[config.mk]
export PLATFORM = sky130hd
export DESIGN_NAME = mx_operand_packer_flat
export DESIGN_NICKNAME = d
export VERILOG_FILES = /design/src/rtl/mx_operand_packer_if.sv /design/src/rtl/mx_operand_packer.sv /design/src/flat_wrapper.sv
export SDC_FILE = /design/constraint.sdc
export NUM_CORES = 1
export LEC_CHECK = 0
export CELL_PAD_IN_SITES_DETAIL_PLACEMENT = 0
export CELL_PAD_IN_SITES_GLOBAL_PLACEMENT = 1
export CORE_AREA = 5 5 339 341
export CTS_CLUSTER_DIAMETER = 40
export DETAILED_ROUTE_END_ITERATION = 12
export DIE_AREA = 0 0 344 346
export DONT_BUFFER_PORTS = 1
export PLACE_DENSITY_LB_ADDON = 0.08
export REMOVE_ABC_BUFFERS = 1
export SLEW_MARGIN = 40
export SYNTH_ARGS = -nofsm -noshare
export SYNTH_HDL_FRONTEND = slang
export SYNTH_SLANG_ARGS = --single-unit
export TNS_END_PERCENT = 1
[constraint.sdc]
create_clock -name clk_i -period 14.3 [get_ports clk_i]
set_input_delay 2.145 -clock clk_i [delete_from_list [all_inputs] [get_ports clk_i]]
set_output_delay 2.145 -clock clk_i [all_outputs]
set_load 0.05 [all_outputs]
[src/rtl/mx_operand_packer_if.sv]
// Stream, configuration and operand-block signals between the operand
// packer and its surroundings.
// The slave view belongs to the packer and the master view to whatever feeds and drains it.
interface mx_operand_packer_if;
    logic         start;
    logic [1:0]   prec_mode;
    logic [1:0]   FP_mode;
    logic [15:0]  num_blocks;

    logic [63:0]  in_data;
    logic [7:0]   in_exp;
    logic         in_valid;
    logic         in_ready;

    logic [63:0]  out_int8;
    logic [191:0] out_fp6;
    logic [255:0] out_fp8;
    logic [255:0] out_fp4;
    logic [7:0]   out_shared_exp;
    logic         out_valid;
    logic         out_ready;

    logic         busy;
    logic         done;

    modport slave (
        input  start, prec_mode, FP_mode, num_blocks,
        input  in_data, in_exp, in_valid,
        output in_ready,
        output out_int8, out_fp6, out_fp8, out_fp4, out_shared_exp, out_valid,
        input  out_ready,
        output busy, done
    );

    modport master (
        output start, prec_mode, FP_mode, num_blocks,
        output in_data, in_exp, in_valid,
        input  in_ready,
        input  out_int8, out_fp6, out_fp8, out_fp4, out_shared_exp, out_valid,
        output out_ready,
        input  busy, done
    );
endinterface

[src/rtl/mx_operand_packer.sv]
// Operand feeder for one MX PE operand port: gathers 1, 3 or 4 beats of
// 64 bits into an operand block (first beat in the MSBs), tags it with the
// shared exponent of its first beat and hands it over with valid/ready.
// Runs for a programmed number of blocks, then pulses done.
module mx_operand_packer (
    input  logic               clk_i,
    input  logic               rst_i,
    mx_operand_packer_if.slave bus
);
    typedef enum logic [1:0] {
        ST_IDLE,
        ST_FILL,
        ST_HOLD,
        ST_FIN
    } state_t;

    state_t       state_reg;
    logic [1:0]   last_beat_reg;   // beats per block minus one
    logic [15:0]  num_blocks_reg;
    logic [15:0]  blk_cnt_reg;
    logic [1:0]   beat_cnt_reg;
    logic [255:0] buf_reg;
    logic [255:0] buf_next;
    logic [7:0]   exp_reg;
    logic         in_ready_reg;
    logic         out_valid_reg;
    logic         busy_reg;
    logic         done_reg;

    logic [1:0]   mode_last_beat;
    logic         beat_accept;
    logic [1:0]   slot_sel;
    logic [63:0]  slot_next [4];

    // Decode beats per block from the mode presented with start.
    always_comb begin
        mode_last_beat = 2'd0;
        case (bus.prec_mode)
            2'b01: begin
                case (bus.FP_mode)
                    2'b11, 2'b10: mode_last_beat = 2'd3;   // FP8
                    default:      mode_last_beat = 2'd2;   // FP6
                endcase
            end
            2'b11:   mode_last_beat = 2'd3;                // FP4
            default: mode_last_beat = 2'd0;                // INT8
        endcase
    end

    // in_ready_reg is high exactly in FILL, so it doubles as the state gate.
    assign beat_accept = in_ready_reg & bus.in_valid;

    // Beat k of a B-beat block lands in 64-bit slot B-1-k; slot 0 is the LSBs.
    assign slot_sel = last_beat_reg - beat_cnt_reg;

    // First beat of a block also wipes every other slot, so slots above the
    // payload width read as zero and nothing leaks from a wider earlier block.
    genvar gi;
    generate
        for (gi = 0; gi < 4; gi++) begin : g_slot
            assign slot_next[gi] =
                !beat_accept              ? buf_reg[gi*64 +: 64] :
                (slot_sel == 2'(gi))      ? bus.in_data :
                (beat_cnt_reg == 2'd0)    ? 64'd0 :
                                            buf_reg[gi*64 +: 64];
        end
    endgenerate

    assign buf_next = {slot_next[3], slot_next[2], slot_next[1], slot_next[0]};

    // Operand buffer register.
    always_ff @(posedge clk_i or posedge rst_i) begin
        if (rst_i) begin
            buf_reg <= '0;
        end else begin
            buf_reg <= buf_next;
        end
    end

    // Run control FSM with registered handshake and status outputs.
    always_ff @(posedge clk_i or posedge rst_i) begin
        if (rst_i) begin
            state_reg      <= ST_IDLE;
            last_beat_reg  <= 2'd0;
            num_blocks_reg <= 16'd0;
            blk_cnt_reg    <= 16'd0;
            beat_cnt_reg   <= 2'd0;
            exp_reg        <= 8'd0;
            in_ready_reg   <= 1'b0;
            out_valid_reg  <= 1'b0;
            busy_reg       <= 1'b0;
            done_reg       <= 1'b0;
        end else begin
            case (state_reg)
                ST_IDLE: begin
                    done_reg <= 1'b0;
                    if (bus.start) begin
                        last_beat_reg  <= mode_last_beat;
                        num_blocks_reg <= bus.num_blocks;
                        blk_cnt_reg    <= 16'd0;
                        beat_cnt_reg   <= 2'd0;
                        busy_reg       <= 1'b1;
                        if (bus.num_blocks != 16'd0) begin
                            state_reg    <= ST_FILL;
                            in_ready_reg <= 1'b1;
                        end else begin
                            state_reg <= ST_FIN;
                        end
                    end
                end
                ST_FILL: begin
                    if (beat_accept) begin
                        if (beat_cnt_reg == 2'd0) begin
                            exp_reg <= bus.in_exp;
                        end
                        if (beat_cnt_reg == last_beat_reg) begin
                            beat_cnt_reg  <= 2'd0;
                            in_ready_reg  <= 1'b0;
                            out_valid_reg <= 1'b1;
                            state_reg     <= ST_HOLD;
                        end else begin
                            beat_cnt_reg <= beat_cnt_reg + 2'd1;
                        end
                    end
                end
                ST_HOLD: begin
                    if (bus.out_ready) begin
                        out_valid_reg <= 1'b0;
                        blk_cnt_reg   <= blk_cnt_reg + 16'd1;
                        if (blk_cnt_reg + 16'd1 == num_blocks_reg) begin
                            // done rises with FIN so it trails the last handshake by one cycle.
                            done_reg  <= 1'b1;
                            state_reg <= ST_FIN;
                        end else begin
                            in_ready_reg <= 1'b1;
                            state_reg    <= ST_FILL;
                        end
                    end
                end
                ST_FIN: begin
                    // An empty run arrives here without done raised; it gets one extra FIN cycle.
                    if (done_reg) begin
                        done_reg  <= 1'b0;
                        busy_reg  <= 1'b0;
                        state_reg <= ST_IDLE;
                    end else begin
                        done_reg <= 1'b1;
                    end
                end
                default: begin
                    state_reg <= ST_IDLE;
                end
            endcase
        end
    end

    assign bus.in_ready       = in_ready_reg;
    assign bus.out_valid      = out_valid_reg;
    assign bus.out_shared_exp = exp_reg;
    assign bus.out_int8       = buf_reg[63:0];
    assign bus.out_fp6        = buf_reg[191:0];
    assign bus.out_fp8        = buf_reg;
    assign bus.out_fp4        = buf_reg;
    assign bus.busy           = busy_reg;
    assign bus.done           = done_reg;
endmodule

[src/flat_wrapper.sv]
// flat-port wrapper written by rule: the top's interface ports become plain ports
module mx_operand_packer_flat 
  (clk_i, rst_i, bus_start, bus_prec_mode, bus_FP_mode, bus_num_blocks, bus_in_data, bus_in_exp, bus_in_valid, bus_in_ready, bus_out_int8, bus_out_fp6, bus_out_fp8, bus_out_fp4, bus_out_shared_exp, bus_out_valid, bus_out_ready, bus_busy, bus_done);
  mx_operand_packer_if bus_i ();
  input  logic clk_i;
  input  logic rst_i;
  input wire logic [$bits(bus_i.start)-1:0] bus_start;
  input wire logic [$bits(bus_i.prec_mode)-1:0] bus_prec_mode;
  input wire logic [$bits(bus_i.FP_mode)-1:0] bus_FP_mode;
  input wire logic [$bits(bus_i.num_blocks)-1:0] bus_num_blocks;
  input wire logic [$bits(bus_i.in_data)-1:0] bus_in_data;
  input wire logic [$bits(bus_i.in_exp)-1:0] bus_in_exp;
  input wire logic [$bits(bus_i.in_valid)-1:0] bus_in_valid;
  output wire logic [$bits(bus_i.in_ready)-1:0] bus_in_ready;
  output wire logic [$bits(bus_i.out_int8)-1:0] bus_out_int8;
  output wire logic [$bits(bus_i.out_fp6)-1:0] bus_out_fp6;
  output wire logic [$bits(bus_i.out_fp8)-1:0] bus_out_fp8;
  output wire logic [$bits(bus_i.out_fp4)-1:0] bus_out_fp4;
  output wire logic [$bits(bus_i.out_shared_exp)-1:0] bus_out_shared_exp;
  output wire logic [$bits(bus_i.out_valid)-1:0] bus_out_valid;
  input wire logic [$bits(bus_i.out_ready)-1:0] bus_out_ready;
  output wire logic [$bits(bus_i.busy)-1:0] bus_busy;
  output wire logic [$bits(bus_i.done)-1:0] bus_done;
  assign bus_i.start = bus_start;
  assign bus_i.prec_mode = bus_prec_mode;
  assign bus_i.FP_mode = bus_FP_mode;
  assign bus_i.num_blocks = bus_num_blocks;
  assign bus_i.in_data = bus_in_data;
  assign bus_i.in_exp = bus_in_exp;
  assign bus_i.in_valid = bus_in_valid;
  assign bus_in_ready = bus_i.in_ready;
  assign bus_out_int8 = bus_i.out_int8;
  assign bus_out_fp6 = bus_i.out_fp6;
  assign bus_out_fp8 = bus_i.out_fp8;
  assign bus_out_fp4 = bus_i.out_fp4;
  assign bus_out_shared_exp = bus_i.out_shared_exp;
  assign bus_out_valid = bus_i.out_valid;
  assign bus_i.out_ready = bus_out_ready;
  assign bus_busy = bus_i.busy;
  assign bus_done = bus_i.done;
  mx_operand_packer u_core (.clk_i(clk_i), .rst_i(rst_i), .bus(bus_i));
endmodule
---- Word level (Yosys, flattened, before mapping) ----
Cells that the tools add are included.
operators by class
  $add $sub $neg .......................... 3
  equal/unequal tests ..................... 20
  mux-type cells .......................... 40
  bitwise operators ....................... 1
  reduce and logical (&&, ||, !) cells .... 28
operator list
  cell                   count
  $mux 64                5
  $mux 16                2
  $pmux 16 s2            1
  $mux 2                 10
  $add 16x1->16 const B  1
  $eq 16x16->1           1
  $reduce_bool 16->1     1
  $reduce_bool 2->1      8
  $mux 1                 15
  $reduce_and 3->1       5
  $eq 2x2->1 const B     7
  $ne 2x1->1 const B     5
  $reduce_and 2->1       5
  $pmux 2 s2             2
  $pmux 2 s4             1
  $reduce_and 7->1       1
  $eq 2x1->1 const B     3
  $logic_not 2->1        3
  $ne 2x2->1 const B     3
  $pmux 1 s3             2
  $reduce_bool 3->1      2
  $reduce_and 5->1       1
  $pmux 1 s2             2
  $reduce_and 4->1       1
  5 further kinds        5
storage, ports and cells
  register bits after elaboration ......... 306
  bits of input ports ..................... 97
  output and inout bits ................... 780
  word-level logic and storage cells ...... 106

---- Depth between registers and ports, before layout ----
  depth in word-level cells ............... 5
  mapped depth ............................ 9
  gate-level depth less buffers ........... 7

---- Least setup slack after synthesis ----
No wires, ideal clock.
  path kind ............................... input -> register
  start ................................... input bus_start
  end ..................................... register u_core.blk_cnt_reg[6]
  library setup time ...................... 110 ps
  data arrival time ....................... 3158 ps
  data required time ...................... 14190 ps
  slack ................................... 11032 ps
  cell stages on the path ................. 6
  buffers on the path ..................... 1
  path through ............................ nor2b_1 and2_1 nor2_1 clkbuf_1 o21ai_0 o41ai_1
on the way
  longest elaborated chain between the ends .. 2
RTL lines
  element                     RTL line                  RTL
  start, declared             flat_wrapper.sv:7         input wire logic [$bits(bus_i.start)-1:0] bus_start;
  $ne 2x2->1 (no line)        n/a
  $reduce_and 3->1 (no line)  n/a
  end signal, assigned        mx_operand_packer.sv:129  blk_cnt_reg <= blk_cnt_reg + 16'd1;
  end, declared               mx_operand_packer.sv:20   logic [15:0] blk_cnt_reg;
No other way between the ends.
A chain may end at the register's enable or synchronous reset.

---- Worst setup path in the final report ----
  start ................................... register u_core.buf_reg[60] (netlist: u_core.bus.out_fp4[60])
  end ..................................... output bus_out_int8[60]
RTL lines
  element                 RTL line                 RTL
  start, declared         mx_operand_packer.sv:22  logic [255:0] buf_reg;
  start signal, assigned  mx_operand_packer.sv:76  buf_reg <= buf_next;
  end, declared           flat_wrapper.sv:15       output wire logic [$bits(bus_i.out_int8)-1:0] bus_out_int8;
No word-level cell between the ends.

==> results.json <==
{
  "synth_commonest_cells": "586 x nand2_1, 514 x buf_4, 306 x dfrtp_1",
  "crit_path_max_fanout": 4,
  "numCtsBuffers": 96,
  "yosys_warnings": 0,
  "grt_pass1_vias": 11100,
  "rsz0062_at_grt": "no",
  "ys_ff_latch": 306,
  "antenna_left": 0,
  "synth_top_area_share_pct": 46.1,
  "yosysTopAreaCell": "dfrtp_1",
  "arrival_ps": 1910,
  "max-cap-violations": 0,
  "h-tree-depth": 3,
  "yosys.area_share.simple_pct": 15.7,
  "synth.mux.area_fraction_pct": 0.663,
  "grt_antenna_before_repair": 3,
  "critPathSlowestCell": "dfrtp_2",
  "setup-tns-final_ps": 0,
  "skew_ps": 19.9,
  "track_usage_pct": 11.2,
  "hold_violations": 0,
  "slew_headroom_pct": 40.4,
  "clock_sinks": 306,
  "synth-xor-area-share_pct": 1.41,
  "ys_top_cells_by_area": "dfrtp_1 46%, buf_4 23%, nand2_1 13%",
  "clockRootBuffer": "clkbuf_16",
  "drive_gt1_share_pct": 28.2,
  "worst_pin_slew_ps": 894,
  "port_buffers": 0,
  "die_width_um": 344,
  "pre_cts_ws_ps": 9820,
  "areaGrowthSynthToFinish_pct": 15.3,
  "crit_type": "reg2out",
  "slew_violations": 0,
  "post-route-min-period_ps": 4050,
  "path_delay_family": "flip-flops",
  "grt_max_degree": 163,
  "clk_path_buf_depth": 3,
  "final_net_count": 1674,
  "dieArea_um2": 119000,
  "coreArea_um2": 112000,
  "postCtsSetupRepairBufs": 0,
  "yosysSeqAreaShare_pct": 46.1,
  "gp_congestion": 0.716,
  "finalCritPeriodShare_pct": 28.3,
  "dp_hpwl_um": 47000,
  "first_pass_iters": 5,
  "tritoncts": "yes",
  "drt_iter0_drc": 586,
  "pin_count": 877,
  "overflow": 0,
  "hp-class": "reg2reg",
  "vias": 10800,
  "vias_per_cell": 3.43,
  "die_y_um": 346,
  "avgSynthCellArea_um2": 8.56,
  "syn-cell-area_um2": 16600,
  "core.rowCount": 123,
  "largest_reg_flops": 256,
  "holdBufCountCts": 0,
  "synth_cells": 1940,
  "drc": 0,
  "final-setup-viol-count": 0,
  "synth-edff-count": 0,
  "cts_resized": 0,
  "synthAdderAreaFrac_pct": 0.226,
  "grt_pass1_wl_um": 95400,
  "yosys.cell_types.count": 51,
  "worstPathRequired_ps": 12150,
  "num_antenna_cells": 0,
  "yosysMostFrequentCell": "nand2_1",
  "slowest_delay_ps": 780,
  "status": "finished clean",
  "clk_pin_slew_ps": 40,
  "fmax_ghz": 0.247,
  "ys_async_sr_fraction_pct": 100,
  "wl_per_cell_um": 21.7,
  "drt-total-wl_um": 68600,
  "yosys_most_used_dff": "dfrtp_1",
  "crit_buf_inv": 1,
  "finalWorstSetupSlack_ps": 10250,
  "crit_chain": "buf_4",
  "clk_latency_ps": 650,
  "start_util_pct": 14.9,
  "synth_top_family_by_area": "buffers and inverters",
  "endpoint_kind": "output port",
  "synth_compound_area_share_pct": 10.0,
  "worst_hold_slack_ps": 489,
  "cp-start-kind": "register"
}
==> per-stage QoR <==
| stage | std cells | util, % | cell area (µm²) |
|---|---|---|---|
| floorplan | 1329 | - | 12400 |
| global placement | 2969 | 13.9 | 15500 |
| global route | 3156 | 17.2 | 19200 |
| finish | 3156 | 17.2 | 19200 |
| detailed placement | 2974 | 14.2 | 15800 |
| CTS | 3154 | 17.1 | 19100 |
==> cell type report <==
class,count,area [µm²]
multi-input cells,1012,4700
clock buffers,149,2950
clock inverters,31,343
well taps,1500,1880
repair buffers,147,1240
fillers,12400,92400
inverters,11,48.8
flip-flops and latches,306,7990
==> metal layers <==
metal | GRT usage [%] | up-vias | wire (µm)
met3 | 4.75 | 117 | 6380
met4 | 4.81 | 0 | 2560
met1 | 12.8 | 5169 | 26900
li1 | - | 5014 | -
met5 | 0 | - | 0
met2 | 18.4 | 538 | 32700
==> placed cells by master, fill, tap and decap left out, drive strengths merged, types with 5 or more instances in the layout <==
cell	instances
a21oi	13
buf	147
bufinv	5
clkbuf	149
clkinv	27
dfrtp	306
inv	10
mux2	8
nand2	586
nand3	12
nor2	24
nor3	7
nor4	8
o21ai	280
xnor2	17
xor2	8
==> cell families after synthesis <==
kind of cell / after synthesis
muxes: 10
adders and majority gates: 3
AOI/OAI and AO/OA: 318
buffers and inverters: 622
and+or+nand+nor: 656
DFF: 306
xor gates and xnor gates: 25
==> path summary, 6_finish.rpt <==
path / to / from / slack, ps / cells past startpoint
max in group asynchronous: u_core.bus.out_fp4[73] / rst_i / 11470 / 3
min in group asynchronous: u_core.bus.out_shared_exp[6] / rst_i / 1480 / 1
setup / recovery: bus_out_int8[60] / u_core.bus.out_fp4[60] / 10250 / 1
setup reg to reg: u_core.bus.out_fp4[33] / u_core.bus.in_ready / 11020 / 5
hold reg to reg: u_core.blk_cnt_reg[15] / u_core.blk_cnt_reg[15] / 490 / 1
hold / removal: u_core.blk_cnt_reg[15] / u_core.blk_cnt_reg[15] / 490 / 1
Power is left out: the tool's default activity adds up to more than one toggle a clock period on the data nets, which glitch-free logic cannot reach.
